**src/rtl/dw_stream_fifo.sv**
```systemverilog
// rtl/dw_stream_fifo.sv - valid/ready stream FIFO with fill level, almost-full and synchronous flush
// Pointers carry an extra wrap bit so full and empty are distinguishable without a separate counter.
module dw_stream_fifo #(
   parameter int DW        = 8,
   parameter int DEPTH     = 4,
   parameter int AFULL_THR = DEPTH - 1
) (
   input  logic                       clk_i,
   input  logic                       rst_i,
   input  logic                       flush_i,
   input  logic [DW-1:0]              din_i,
   input  logic                       vld_i,
   output logic                       rdy_o,
   output logic [DW-1:0]              dout_o,
   output logic                       vld_o,
   input  logic                       rdy_i,
   output logic [$clog2(DEPTH):0]     count_o,
   output logic                       afull_o
);

   localparam int AW = $clog2(DEPTH);
   localparam logic [AW:0] PTR_ONE = {{AW{1'b0}}, 1'b1};
   localparam logic [AW:0] THR     = AFULL_THR[AW:0];

   logic [DW-1:0] mem [DEPTH];
   logic [AW:0]   wr_ptr;
   logic [AW:0]   rd_ptr;
   logic [AW:0]   count;
   logic          empty;
   logic          full;
   logic          push;
   logic          pop;

   assign empty = (wr_ptr == rd_ptr);
   assign full  = (wr_ptr[AW-1:0] == rd_ptr[AW-1:0]) && (wr_ptr[AW] != rd_ptr[AW]);

   // Ready never depends on rdy_i: a push into a full FIFO waits even if a pop happens alongside.
   assign rdy_o = !full && !flush_i && !rst_i;
   assign vld_o = !empty;
   assign push  = vld_i && rdy_o;
   assign pop   = vld_o && rdy_i;

   assign dout_o = vld_o ? mem[rd_ptr[AW-1:0]] : '0;

   assign count   = wr_ptr - rd_ptr;
   assign count_o = count;
   assign afull_o = (count >= THR);

   always_ff @(posedge clk_i) begin
      if (rst_i || flush_i) begin
         wr_ptr <= '0;
         rd_ptr <= '0;
      end else begin
         if (push) wr_ptr <= wr_ptr + PTR_ONE;
         if (pop)  rd_ptr <= rd_ptr + PTR_ONE;
      end
   end

   // Storage is not reset; push is already blocked during reset and flush.
   always_ff @(posedge clk_i) begin
      if (push) mem[wr_ptr[AW-1:0]] <= din_i;
   end

endmodule

```
**config.mk**
```make
export PLATFORM = sky130hd
export DESIGN_NAME = dw_stream_fifo
export DESIGN_NICKNAME = d
export VERILOG_FILES = /design/src/rtl/dw_stream_fifo.sv
export SDC_FILE = /design/constraint.sdc
export NUM_CORES = 1
export LEC_CHECK = 0
export ABC_AREA = 1
export CAP_MARGIN = 10
export CORE_ASPECT_RATIO = 0.9
export CORE_MARGIN = 5
export CORE_UTILIZATION = 25
export DETAILED_ROUTE_END_ITERATION = 6
export GPL_TIMING_DRIVEN = 0
export MAX_ROUTING_LAYER = met4
export PLACE_DENSITY = 0.53
export SLEW_MARGIN = 25
export SYNTH_ARGS = -nofsm -noshare
export SYNTH_HDL_FRONTEND = slang
export SYNTH_SLANG_ARGS = --single-unit
```
**constraint.sdc**
```tcl
create_clock -name clk_i -period 2.65 [get_ports clk_i]
set_input_delay 0.53 -clock clk_i [delete_from_list [all_inputs] [get_ports clk_i]]
set_output_delay 0.53 -clock clk_i [all_outputs]
set_load 0.1 [all_outputs]
```
==> flow_metrics.env, run 1 <==
export IMPL_synthXorXnorAreaFrac=0.00980
export IMPL_slowest_stage="clkdlybuf4s18_2"
export IMPL_globalplace_congestion=0.691
export IMPL_synth_adder_area_share=0.0602
export IMPL_relSlewSlack=0.360
export IMPL_start_util=0.255
export IMPL_fmax_mhz=388
export IMPL_cts_buffers=5
export IMPL_worst_r2r_setup_slack_ns=0.33
export IMPL_first_pass_iters=4
export IMPL_top_level_ports=27
export IMPL_yosys_warnings=0
export IMPL_wire_per_inst_um=13.1
export IMPL_pwr_density_cell_nw_per_um2=501
export IMPL_worst_hold_slack_ns=0.501
export IMPL_diodes=0
export IMPL_peakVddDrop_mv=0.160
export IMPL_cp_start_kind="flip-flop"
export IMPL_cpPeakStageDelay_ns=0.54
export IMPL_met2_usage=0.129
export IMPL_syn_to_final_growth_pct=28.6
export IMPL_outcome="complete, no violations"
export IMPL_grt_pass1_wl_mm=6.18
export IMPL_synth_compound_area_frac=0.0819
export IMPL_ys_seq_area_frac=0.627
export IMPL_critPathCapture="count_o[1]"
export IMPL_root_buffer="clkbuf_8"
export IMPL_arrival_ns=2.05
export IMPL_cp_max_fo=4
export IMPL_routed_wl_mm=3.86
export IMPL_finalSetupViolCount=0
export IMPL_busiest_layer="met2"
export IMPL_drive_above_1_share=0.209
export IMPL_placed_area_um2=2240
export IMPL_clock_sinks=40
export IMPL_syn_nets=189
export IMPL_grt_util_met3=0.0286
export IMPL_hpwlAfterDp_mm=2.64
export IMPL_antenna_found_initial=0
export IMPL_fin_crit_sh=0.973
export IMPL_fin_area_um2=2300
export IMPL_report_final_slew_viol_count=0
export IMPL_critPathKind="reg2out"
export IMPL_clock_path_buffers=2
export IMPL_core_um2=7000
export IMPL_synth_simple_gate_area_frac=0.167
export IMPL_port_buffer_count=26
export IMPL_synth_top_family_by_area="simple AND/OR/NAND/NOR gates"
export IMPL_rr_startpoint="wr_ptr[0]"
export IMPL_grt_start_max_net_pins=12
export IMPL_vias=1217
export IMPL_first_iter_violations=27
export IMPL_cpMostUsedCell="inv_1"
export IMPL_use_met1=0.124
export IMPL_crit_path_start="wr_ptr[0]"
export IMPL_synth_seq_cells=40
export IMPL_insertion_delay_ns=0.29
export IMPL_hold_viol=0
export IMPL_cellLeakagePower_uw=0.000838
export IMPL_critical_path_endpoint_type="primary output"
export IMPL_rows=29
export IMPL_vias_per_cell=4.14
export IMPL_layout_common_cells="39 x nor2_1, 32 x edfxtp_1, 16 x inv_1, 16 x o21ai_0, 13 x nand2_1"
export IMPL_crit_chain="inv_1 -> ha_1 -> inv_1 -> fa_2 -> clkdlybuf4s18_2"
export IMPL_fin_nets=222
export IMPL_netlist_instances=168
export IMPL_min_path_cells=2
export IMPL_yosysUniqueCellTypes=22
export IMPL_syn_area_um2=1790
export IMPL_avgSynthCellArea_um2=10.6
export IMPL_overflow=0
export IMPL_htree_levels=2
export IMPL_cts_setup_buffers=0
export IMPL_cap_violations=0
export IMPL_die_area_um2=8940
export IMPL_rsz0062_at_grt="no"
export IMPL_hold_class="reg2reg"
export IMPL_cp_required_ns=2.12
export IMPL_die_height_um=90.2
export IMPL_final_common_cell="nor2_1"
export IMPL_r2r_end="mem[2][4]"
export IMPL_grt_pass1_vias=1218
export IMPL_synthMuxAreaShare=0
export IMPL_die_w_um=99.1
export IMPL_drc_errors=0
export IMPL_period_minus_slack_ns=2.58
export IMPL_ant_nets=0
export IMPL_clkTransAtPathRegs_ns=0.06
export IMPL_cts_tree="done"
export IMPL_clock_skew_ns=0.00714
export IMPL_grt_util_all_layers=0.0920
export IMPL_reg2reg_depth=7
export IMPL_tightest_slew_ns=0.964
[flip-flops by register name (all words and copies together), names as in the netlist, named ones only]
signal  flops
mem        32
rd_ptr      3
wr_ptr      3
[cell families (layout without fill, tap and decap cells)]
| group | after synthesis | after routing |
|---|---|---|
| AND/OR/NAND/NOR | 67 | 67 |
| flip-flops | 40 | 40 |
| AO/OA/AOI/OAI | 29 | 29 |
| buffers and inverters | 22 | 55 |
| adder cells (fa/ha/maj) | 8 | 8 |
| XOR/XNOR | 2 | 2 |
[worst max-delay path, delay by kind of cell (launching register included)]
family	cells	cell delay, ns
buffers and inverters	3	0.73
DFF	1	0.34
adders and majority gates	2	0.70
[worst min-delay path by stage]
stage	slack (ns)	start	end
after floorplan	0.47	wr_ptr[2]	wr_ptr[2]
after global placement	0.49	wr_ptr[2]	wr_ptr[2]
after detailed placement	0.49	wr_ptr[2]	wr_ptr[2]
after CTS	0.50	wr_ptr[2]	wr_ptr[2]
after global routing	0.54	wr_ptr[2]	wr_ptr[2]
final	0.50	wr_ptr[2]	wr_ptr[2]
[where the power goes]
| group | switching, µW | internal [µW] |
|---|---|---|
| Sequential | 1.73 | 682 |
| Combinational | 75.5 | 32.2 |
| Clock | 185 | 173 |
| Total | 262 | 888 |
[per-stage QoR]
stage	util	cells	worst slack, ns	setup TNS (ns)	power [µW]
3_5_place_dp	0.320	287	-0.543	-5.12	808
2_1_floorplan	-	168	-0.148	-0.443	766
5_1_grt	0.328	294	0.00635	0	1190
4_1_cts	0.327	294	0.0302	0	1160
3_3_place_gp	0.320	287	-0.558	-5.07	808
6_report	0.328	294	0.0707	0	1150
[layer usage]
layer / wire, µm / part of all wire
met1: 1870 / 0.49
met3: 180 / 0.047
met4: 30 / 0.0078
met2: 1770 / 0.46
met5: 0 / 0
[cells in the mapped netlist]
library cell | number | area (µm²)
a21oi_1 | 12 | 60.1
a31oi_1 | 1 | 6.26
buf_2 | 1 | 5.00
buf_4 | 1 | 7.51
buf_6 | 1 | 11.3
clkbuf_2 | 1 | 5.00
dfxtp_1 | 8 | 160
edfxtp_1 | 32 | 961
fa_1 | 1 | 20.0
ha_1 | 7 | 87.6
inv_1 | 16 | 60.1
inv_2 | 2 | 7.51
nand2_1 | 14 | 52.6
nand2_2 | 3 | 18.8
nand2_4 | 1 | 11.3
nand3_1 | 5 | 25.0
nand3_2 | 2 | 20.0
nand4_1 | 2 | 12.5
nor2_1 | 39 | 146
nor2_4 | 1 | 11.3
o21ai_0 | 16 | 80.1
xor2_1 | 2 | 17.5
[layout make-up]
class	count	area [µm²]
fillers	723	4710
flip-flops and latches	40	1120
multi-input cells	106	648
repair buffers	26	239
well taps	93	116
clock buffers	5	68.8
inverters	18	67.6
plain buffers	4	28.8
clock inverters	2	7.51
[repair_timing]
| action | in CTS | in global routing |
|---|---|---|
| cloned | 0 | 0 |
| hold buffers | 0 | 0 |
| resized for setup | 68 | 7 |
| endpoints found under the setup margin | 14 | 6 |
Power figures use the tool's default switching activity.
==> inputs of run 2 (changes only) <==
--- a/config.mk
+++ b/config.mk
@@ -7,14 +7,17 @@
 export LEC_CHECK = 0
 export ABC_AREA = 1
 export CAP_MARGIN = 10
+export CELL_PAD_IN_SITES_DETAIL_PLACEMENT = 0
+export CELL_PAD_IN_SITES_GLOBAL_PLACEMENT = 1
 export CORE_ASPECT_RATIO = 0.9
 export CORE_MARGIN = 5
 export CORE_UTILIZATION = 25
 export DETAILED_ROUTE_END_ITERATION = 6
 export GPL_TIMING_DRIVEN = 0
 export MAX_ROUTING_LAYER = met4
-export PLACE_DENSITY = 0.53
+export PLACE_DENSITY = 0.62
 export SLEW_MARGIN = 25
 export SYNTH_ARGS = -nofsm -noshare
 export SYNTH_HDL_FRONTEND = slang
 export SYNTH_SLANG_ARGS = --single-unit
+export TNS_END_PERCENT = 5
==> run 2 against run 1 <==
Core utilization is 0.34 points lower; critical path depth decreased by 1; clock skew is 0.0029 ns lower; largest power group unchanged; highest routed layer unchanged.
==> flow_metrics.env, run 2 (synthesized netlist as in run 1, its figures left out) <==
export IMPL_dp_cells=287
export IMPL_drive_above_1_share=0.214
export IMPL_fin_area_um2=2270
export IMPL_clock_path_buffers=2
export IMPL_cts_buffers=5
export IMPL_final_cells=294
export IMPL_layout_common_cells="39 x nor2_1, 32 x edfxtp_1, 16 x inv_1, 16 x o21ai_0, 14 x nand2_1"
export IMPL_grt_pass1_vias=1253
export IMPL_wire_per_inst_um=12.9
export IMPL_first_pass_iters=4
export IMPL_root_buffer="clkbuf_8"
export IMPL_reg2reg_depth=7
export IMPL_overflow=0
export IMPL_rows=29
export IMPL_vias=1206
export IMPL_pwr_density_cell_nw_per_um2=515
export IMPL_min_path_cells=2
export IMPL_cellLeakagePower_uw=0.000835
export IMPL_htree_levels=2
export IMPL_min_from="wr_ptr[2]"
export IMPL_start_util=0.255
export IMPL_tightest_slew_ns=0.956
export IMPL_outcome="complete, no violations"
export IMPL_worst_hold_slack_ns=0.508
export IMPL_hold_class="reg2reg"
export IMPL_clock_sinks=40
export IMPL_cap_violations=0
export IMPL_top_layer="met4"
export IMPL_slowest_stage="clkdlybuf4s15_1"
export IMPL_relSlewSlack=0.365
export IMPL_arrival_ns=2.03
export IMPL_insertion_delay_ns=0.28
export IMPL_critPathKind="reg2out"
export IMPL_hold_viol=0
export IMPL_hold_path_endpoint="wr_ptr[2]"
export IMPL_path_buf_inv=3
export IMPL_die_height_um=90.2
export IMPL_worst_r2r_setup_slack_ns=0.36
export IMPL_cp_required_ns=2.12
export IMPL_crit_chain="inv_1 -> ha_1 -> inv_1 -> clkdlybuf4s15_1"
export IMPL_cts_tree="done"
export IMPL_fin_crit_sh=0.965
export IMPL_die_area_um2=8940
export IMPL_clock_skew_ns=0.00421
export IMPL_critical_path_endpoint_type="primary output"
export IMPL_top_level_ports=27
export IMPL_period_minus_slack_ns=2.56
export IMPL_postLayoutSetupSlackWorst_ns=0.0916
export IMPL_final_common_cell="nor2_1"
export IMPL_largest_register_ffs=32
export IMPL_wl_met1_mm=1.88
export IMPL_wl_met2_mm=1.63
export IMPL_report_final_slew_viol_count=0
export IMPL_peakVddDrop_mv=0.183
export IMPL_routed_wl_mm=3.78
export IMPL_ant_nets=0
export IMPL_cpMostUsedCell="inv_1"
export IMPL_grt_start_max_net_pins=13
export IMPL_core_um2=7000
export IMPL_die_w_um=99.1
export IMPL_fmax_mhz=391
export IMPL_rsz0062_at_grt="no"
export IMPL_finalSetupViolCount=0
export IMPL_globalplace_congestion=0.664
export IMPL_rr_startpoint="wr_ptr[0]"
export IMPL_vias_per_cell=4.10
export IMPL_drc_errors=0
export IMPL_antenna_found_initial=0
export IMPL_cpPeakStageDelay_ns=0.82
export IMPL_syn_to_final_growth_pct=27.2
export IMPL_worst_path_stages=4
export IMPL_place_ws_ns=-0.570
export IMPL_fin_nets=222
export IMPL_r2r_end="mem[1][1]"
export IMPL_diodes=0
export IMPL_critical_path_top_delay_family="buffers and inverters"
export IMPL_clkTransAtPathRegs_ns=0.07
export IMPL_grt_util_all_layers=0.0916
export IMPL_port_buffer_count=26
export IMPL_grt_pass1_wl_mm=6.21
export IMPL_holdBufCountCts=0
export IMPL_cp_start_kind="flip-flop"
export IMPL_cp_max_fo=4
export IMPL_wl_met3_um=255
export IMPL_hpwlAfterDp_mm=2.58
export IMPL_final_setup_tns_ns=0
export IMPL_first_iter_violations=32
export IMPL_placed_area_um2=2200
-- run 2: how the worst max path moves through the flow --
| stage | from | endpoint |
|---|---|---|
| floorplan | wr_ptr[0] | afull_o |
| global placement | flush_i | rdy_o |
| finish | wr_ptr[0] | count_o[0] |
| detailed placement | flush_i | rdy_o |
| global route | wr_ptr[0] | count_o[0] |
| CTS | wr_ptr[0] | count_o[2] |
-- run 2: worst min-delay path: stages (launching register included) --
cell and delay [ns]:
dfxtp_1 0.34, nand2_1 0.07, a21oi_1 0.06
-- run 2: routing by layer --
layer  GRT usage  vias to the layer above
met4      0.0239                        0
met5           -                        -
li1            -                      631
met1       0.122                      536
met2       0.134                       37
met3      0.0302                        2
-- run 2: power by group --
| group | leakage, µW | switching [µW] | internal [µW] |
|---|---|---|---|
| registers | 0.000354 | 1.76 | 682 |
| logic | 0.000442 | 73.4 | 32.2 |
| clock network | 0.0000400 | 203 | 178 |
-- run 2: repair_timing --
| action | in CTS | in global routing |
|---|---|---|
| resized for setup | 65 | 14 |
| setup buffers | 0 | 0 |
| endpoints found under the setup margin | 14 | 12 |
| pin swaps | 0 | 0 |
-- run 2: final cells by class --
type                       count  area, µm²
fill                         729       4730
sequential                    40       1120
multi-input combinational    106        608
timing repair buffer          26        250
tap                           93        116
clock buffer                   5       68.8
inverter                      18       67.6
buffer                         4       28.8
clock inverter                 2       12.5
-- run 2: per-stage QoR --
stage               total power [µW]  utilization
floorplan                        763            -
global placement                 805        0.314
detailed placement               805        0.314
CTS                             1180        0.323
global route                    1210        0.325
finish                          1170        0.325
